$ cat src/rtl/apb_requester_nslv.sv
// APB requester driving NUM_SLAVES completers decoded from the top address bits.
// Optional ACCESS timeout enabled by defining APB_REQ_TIMEOUT_EN.
module apb_requester_nslv #(
  parameter int DATA_WIDTH     = 8,
  parameter int ADDR_WIDTH     = 8,
  parameter int NUM_SLAVES     = 4,
  parameter int SEL_BITS       = 2,
  parameter int TIMEOUT_CYCLES = 16
) (
  input  logic                             I_PCLK,
  input  logic                             I_PRESETn,
  input  logic                             I_transfer,
  input  logic                             I_READ_WRITE,
  input  logic [ADDR_WIDTH-1:0]            I_paddr,
  input  logic [DATA_WIDTH-1:0]            I_pwdata,
  output logic                             o_busy,
  output logic                             o_done,
  output logic                             o_error,
  output logic [DATA_WIDTH-1:0]            o_rdata,
  output logic [NUM_SLAVES-1:0]            o_PSEL,
  output logic                             o_PENABLE,
  output logic                             o_PWRITE,
  output logic [ADDR_WIDTH-1:0]            o_PADDR,
  output logic [DATA_WIDTH-1:0]            o_PWDATA,
  input  logic [NUM_SLAVES*DATA_WIDTH-1:0] I_PRDATA,
  input  logic [NUM_SLAVES-1:0]            I_PREADY,
  input  logic [NUM_SLAVES-1:0]            I_PSLVERR
);

  typedef enum logic [1:0] {
    IDLE,
    SETUP,
    ACCESS,
    DERR
  } state_t;

  state_t state_q, state_d;

  logic [SEL_BITS-1:0]   idx_q;
  logic [SEL_BITS-1:0]   new_idx;
  logic [31:0]           idx_w;
  logic [31:0]           new_idx_w;
  logic                  new_ok;
  logic                  sel_ready;
  logic                  sel_err;
  logic [DATA_WIDTH-1:0] sel_rdata;
  logic                  apb_act;
  logic                  tmo_hit;
  logic                  done_d;
  logic                  err_d;
  logic                  load_rd;
  logic                  capture;

  assign new_idx   = I_paddr[ADDR_WIDTH-1 -: SEL_BITS];
  assign new_idx_w = {{(32-SEL_BITS){1'b0}}, new_idx};
  assign idx_w     = {{(32-SEL_BITS){1'b0}}, idx_q};
  assign new_ok    = new_idx_w < $unsigned(NUM_SLAVES);
  assign apb_act   = (state_q == SETUP) || (state_q == ACCESS);
  assign o_busy    = state_q != IDLE;
  assign o_PENABLE = state_q == ACCESS;

  // Only the addressed completer's response lines are looked at.
  always_comb begin
    sel_rdata = '0;
    sel_ready = 1'b0;
    sel_err   = 1'b0;
    o_PSEL    = '0;
    for (int k = 0; k < NUM_SLAVES; k++) begin
      if (idx_w == $unsigned(k)) begin
        sel_rdata = I_PRDATA[k*DATA_WIDTH +: DATA_WIDTH];
        sel_ready = I_PREADY[k];
        sel_err   = I_PSLVERR[k];
        o_PSEL[k] = apb_act;
      end
    end
  end

`ifdef APB_REQ_TIMEOUT_EN
  localparam int TW = (TIMEOUT_CYCLES > 1) ? $clog2(TIMEOUT_CYCLES) : 1;

  logic [TW-1:0] tmo_cnt;

  assign tmo_hit = (state_q == ACCESS) && !sel_ready &&
                   (tmo_cnt == TW'(TIMEOUT_CYCLES-1));

  always_ff @(posedge I_PCLK or negedge I_PRESETn) begin
    if (!I_PRESETn) begin
      tmo_cnt <= '0;
    end else if (state_q != ACCESS) begin
      tmo_cnt <= '0;
    end else if (!sel_ready) begin
      tmo_cnt <= tmo_cnt + TW'(1);
    end
  end
`else
  assign tmo_hit = 1'b0;
`endif

  always_comb begin
    state_d = state_q;
    done_d  = 1'b0;
    err_d   = 1'b0;
    load_rd = 1'b0;
    unique case (state_q)
      IDLE: ;
      SETUP: state_d = ACCESS;
      ACCESS: begin
        if (sel_ready) begin
          done_d  = 1'b1;
          err_d   = sel_err;
          load_rd = !o_PWRITE;
        end else if (tmo_hit) begin
          done_d = 1'b1;
          err_d  = 1'b1;
        end
      end
      DERR: begin
        done_d = 1'b1;
        err_d  = 1'b1;
      end
      default: ;
    endcase
    // A request on the completion edge is taken without an IDLE gap.
    capture = I_transfer && ((state_q == IDLE) || done_d);
    if (done_d) state_d = IDLE;
    if (capture) state_d = new_ok ? SETUP : DERR;
  end

  always_ff @(posedge I_PCLK or negedge I_PRESETn) begin
    if (!I_PRESETn) begin
      state_q  <= IDLE;
      idx_q    <= '0;
      o_PADDR  <= '0;
      o_PWDATA <= '0;
      o_PWRITE <= 1'b0;
      o_done   <= 1'b0;
      o_error  <= 1'b0;
      o_rdata  <= '0;
    end else begin
      state_q <= state_d;
      o_done  <= done_d;
      o_error <= err_d;
      if (load_rd) o_rdata <= sel_rdata;
      if (capture) begin
        idx_q    <= new_idx;
        o_PADDR  <= I_paddr;
        o_PWDATA <= I_pwdata;
        o_PWRITE <= I_READ_WRITE;
      end
    end
  end

endmodule

$ cat config.mk
export PLATFORM = sky130hd
export DESIGN_NAME = apb_requester_nslv
export DESIGN_NICKNAME = d
export VERILOG_FILES = /design/src/rtl/apb_requester_nslv.sv
export SDC_FILE = /design/constraint.sdc
export NUM_CORES = 1
export LEC_CHECK = 0
export ABC_AREA = 1
export CORE_UTILIZATION = 26
export CTS_BUF_LIST = sky130_fd_sc_hd__clkbuf_8
export CTS_CLUSTER_DIAMETER = 80
export CTS_CLUSTER_SIZE = 40
export DETAILED_ROUTE_END_ITERATION = 10
export PLACE_DENSITY = 0.6
export SLEW_MARGIN = 20
export SYNTH_ARGS = -nofsm -noshare
export SYNTH_HDL_FRONTEND = slang
export SYNTH_SLANG_ARGS = --single-unit
$ cat constraint.sdc
create_clock -name I_PCLK -period 1.66 [get_ports I_PCLK]
set_input_delay 0.415 -clock I_PCLK [delete_from_list [all_inputs] [get_ports I_PCLK]]
set_output_delay 0.415 -clock I_PCLK [all_outputs]
set_load 0.02 [all_outputs]
==> impl_metrics.yaml <==
yosys:
  yosys_warnings: 0
  synth_nets: 250
  ys_seq_area_share_pct: 46.6
  syn_area_per_cell_sq_um: 8.37
  synth.distinct_cells: 25
  postSynthCellCount: 186
  syn_area_sq_um: 1560
  synth-seq-cells: 29
detailed_routing:
  via_per_inst: 4.31
  drtIter0Drc: 32
  routed_wl_microns: 4710
  antenna_left: 0
  drc: 0
  detail_route.first_pass.iterations: 4
  post_drt_wl_per_cell_microns: 12.4
  vias: 1635
outcome:
  violations: "setup timing"
  status: "complete, but fails checks"
worst_setup_path:
  startpoint: "state_q[1]"
  r2r_start: "state_q[1]"
  path_cells: "inv_2 -> ha_4 -> inv_4 -> buf_6 -> nor3_2 -> buf_4"
  crit_type: "reg2out"
  required_ns: 1.24
  start_kind: "flip-flop"
  r2r-end: "o_PWDATA[6]"
  cp_slowest_cell: "dfrtp_1"
  crit_path_end: "o_PSEL[2]"
  critPathTopFamily: "flip-flops"
  crit_cells: 6
  reg2reg_depth: 9
  r2r_slack_ns: 0.03
  endpoint_kind: "output pin"
  worst-endpoint-arrival_ns: 1.35
  cpPeakStageDelay_ns: 0.36
  critPathBufInv: 4
  critical_path.max_fanout: 4
timing:
  setup_ws_ns: -0.104
  drv_slew: 0
  fmax_ghz: 0.567
  tightest_slew_ns: 0.401
  finalHoldViolCount: 0
  setup_violations: 2
  finalCritPeriodShare_pct: 106
  rsz0062_at_grt: "true"
  finalCriticalPeriod_ns: 1.76
  fin_skew_ns: 0.00666
  slew_headroom_pct: 73.2
cts:
  clkSlewWorstSetupHoldPaths_ns: 0.06
  cts_buffers: 5
  cts_tree: "done"
  clock-sinks: 29
  clk_latency_ns: 0.27
  cts_buffer_depth: 2
  htree_levels: 2
  cts_root_buf: "clkbuf_8"
die:
  die_x_microns: 79.4
  core_sq_um: 5640
  die_y_microns: 79.4
  num_rows: 27
  dieArea_sq_um: 6300
  initial_core_util_pct: 27.6
  pin_count: 93
placed_design:
  port-buffer-count: 92
  dpl.hpwl_microns: 3490
  gp_congestion: 0.871
  post_dp_cell_area_sq_um: 2680
min_path:
  min_path_type: "reg2reg"
power_and_ir_drop:
  power.density_nw_per_um2: 1770
  peakVddDrop_uv: 792
  power_leakage_nw: 1.49
final_layout:
  seqCellArea_sq_um: 727
  areaGrowthSynthToFinish_pct: 85.5
  antenna_cells: 0
  multi_input_area_sq_um: 800
  drive_above_1_share_pct: 23.5
  fillers: 559
  finalNetCount: 370
  final_core_util_pct: 51.2
  fin_area_sq_um: 2890
global_routing:
  grt_usage_pct: 14.9
  grt_pass1_vias: 1601
  grt_overflow_total: 0
  grt_start_max_net_pins: 30
  grt_antenna_before_repair: 0
  grt_pass1_wl_microns: 7240
flow_run:
  max-cap-violations: 0
## stage by stage
step	std cells	hold WS [ns]	setup WS, ns	setup TNS, ns	power, mW
4_1_cts	376	0.479	-0.164	-0.327	5.04
6_report	379	0.470	-0.104	-0.191	5.12
2_1_floorplan	186	0.119	-0.0719	-0.144	2.98
3_3_place_gp	365	0.460	-0.210	-0.971	4.39
3_5_place_dp	365	0.462	-0.236	-1.27	4.41
5_1_grt	379	0.489	-0.144	-0.900	5.55
## how the worst min path moves through the flow
stage / startpoint / endpoint / cells after the start
2_1_floorplan: I_PRESETn / o_PADDR[0] / 0
3_3_place_gp: o_PWDATA[6] / o_PWDATA[6] / 2
3_5_place_dp: o_PWDATA[4] / o_PWDATA[4] / 2
4_1_cts: o_PWDATA[4] / o_PWDATA[4] / 2
5_1_grt: o_PWDATA[5] / o_PWDATA[5] / 2
6_report: o_PWDATA[4] / o_PWDATA[4] / 2
## state kept, by name, summed over array words and instances (netlist names)
register and count:
o_PADDR 8, o_PWDATA 8, o_PWRITE 1, o_done 1, o_error 1, o_rdata 8, state_q 2
## where the power goes
group          internal [mW]  switching (mW)  leakage (nW)  total, mW
combinational           1.47            1.78          1.07       3.25
clock                  0.374           0.265        0.0542      0.639
sequential              1.03           0.196         0.362       1.23
total                   2.88            2.24          1.49       5.12
## what timing repair did
| item | in CTS | in global routing |
|---|---|---|
| gates resized for setup | 50 | 23 |
| hold buffers | 0 | 0 |
| setup buffers | 3 | 2 |
| pin swaps | 2 | 7 |
| setup endpoints to repair | 23 | 31 |
| cloned | 0 | 1 |
## cell type report
| class | instances | area share, % |
|---|---|---|
| well taps | 72 | 3.12 |
| multi-input cells | 142 | 27.7 |
| clock inverters | 1 | 0.173 |
| inverters | 10 | 1.39 |
| flip-flops and latches | 29 | 25.2 |
| repair buffers | 118 | 39.1 |
| clock buffers | 7 | 3.34 |
## worst reg2reg max path: cells and delay by family (launching register included)
family / cells / cell delay (ns)
DFF: 1 / 0.39
AOI/OAI and AO/OA: 1 / 0.12
buffers and inverters: 3 / 0.48
adders and majority gates: 1 / 0.15
and+or+nand+nor: 4 / 0.39
## cells in the mapped netlist (all sizes together)
cell type | number | area, sq um
o22ai | 1 | 6.26
a21oi | 9 | 45.0
clkinv | 1 | 3.75
nand3 | 28 | 158
ha | 4 | 50.1
nand2 | 75 | 328
inv | 9 | 33.8
a21boi | 1 | 18.8
nand3b | 1 | 7.51
o21a | 1 | 7.51
nor2 | 6 | 38.8
nor3 | 2 | 10.0
dfrtp | 29 | 726
buf | 6 | 57.6
or2 | 1 | 6.26
o21ai | 12 | 60.1
## logic make-up (layout without fill, tap and decap cells)
kind of cell             Yosys count  in the layout  synth area share, %
AND/OR/NAND/NOR                  113            114                 35.2
AO/OA/AOI/OAI                     24             24                 8.84
buffers and inverters             16            136                 6.11
adder cells (fa/ha/maj)            4              4                 3.22
flip-flops                        29             29                 46.6
## layer usage
metal | part of all wire [%] | up-vias | global-route usage, %
met4 | 1.0 | 0 | 4.36
li1 | - | 847 | -
met5 | 0 | - | 0
met1 | 42 | 733 | 17.3
met2 | 51 | 49 | 26.9
met3 | 5.6 | 6 | 3.66
## cells in the final DEF (no fill, tap or decap), drive strengths merged
cell	instances
clkdlybuf4s50	60
nand2	76
nand3b	1
a21oi	9
inv	9
nor2	6
clkinv	2
clkbuf	7
dlygate4sd2	17
buf	31
o21a	1
ha	4
nor3	2
dfrtp	29
o21ai	12
or2	1
o22ai	1
a21boi	1
clkdlybuf4s15	1
nand3	28
dlymetal6s2s	9
Power figures use the tool's default switching activity.
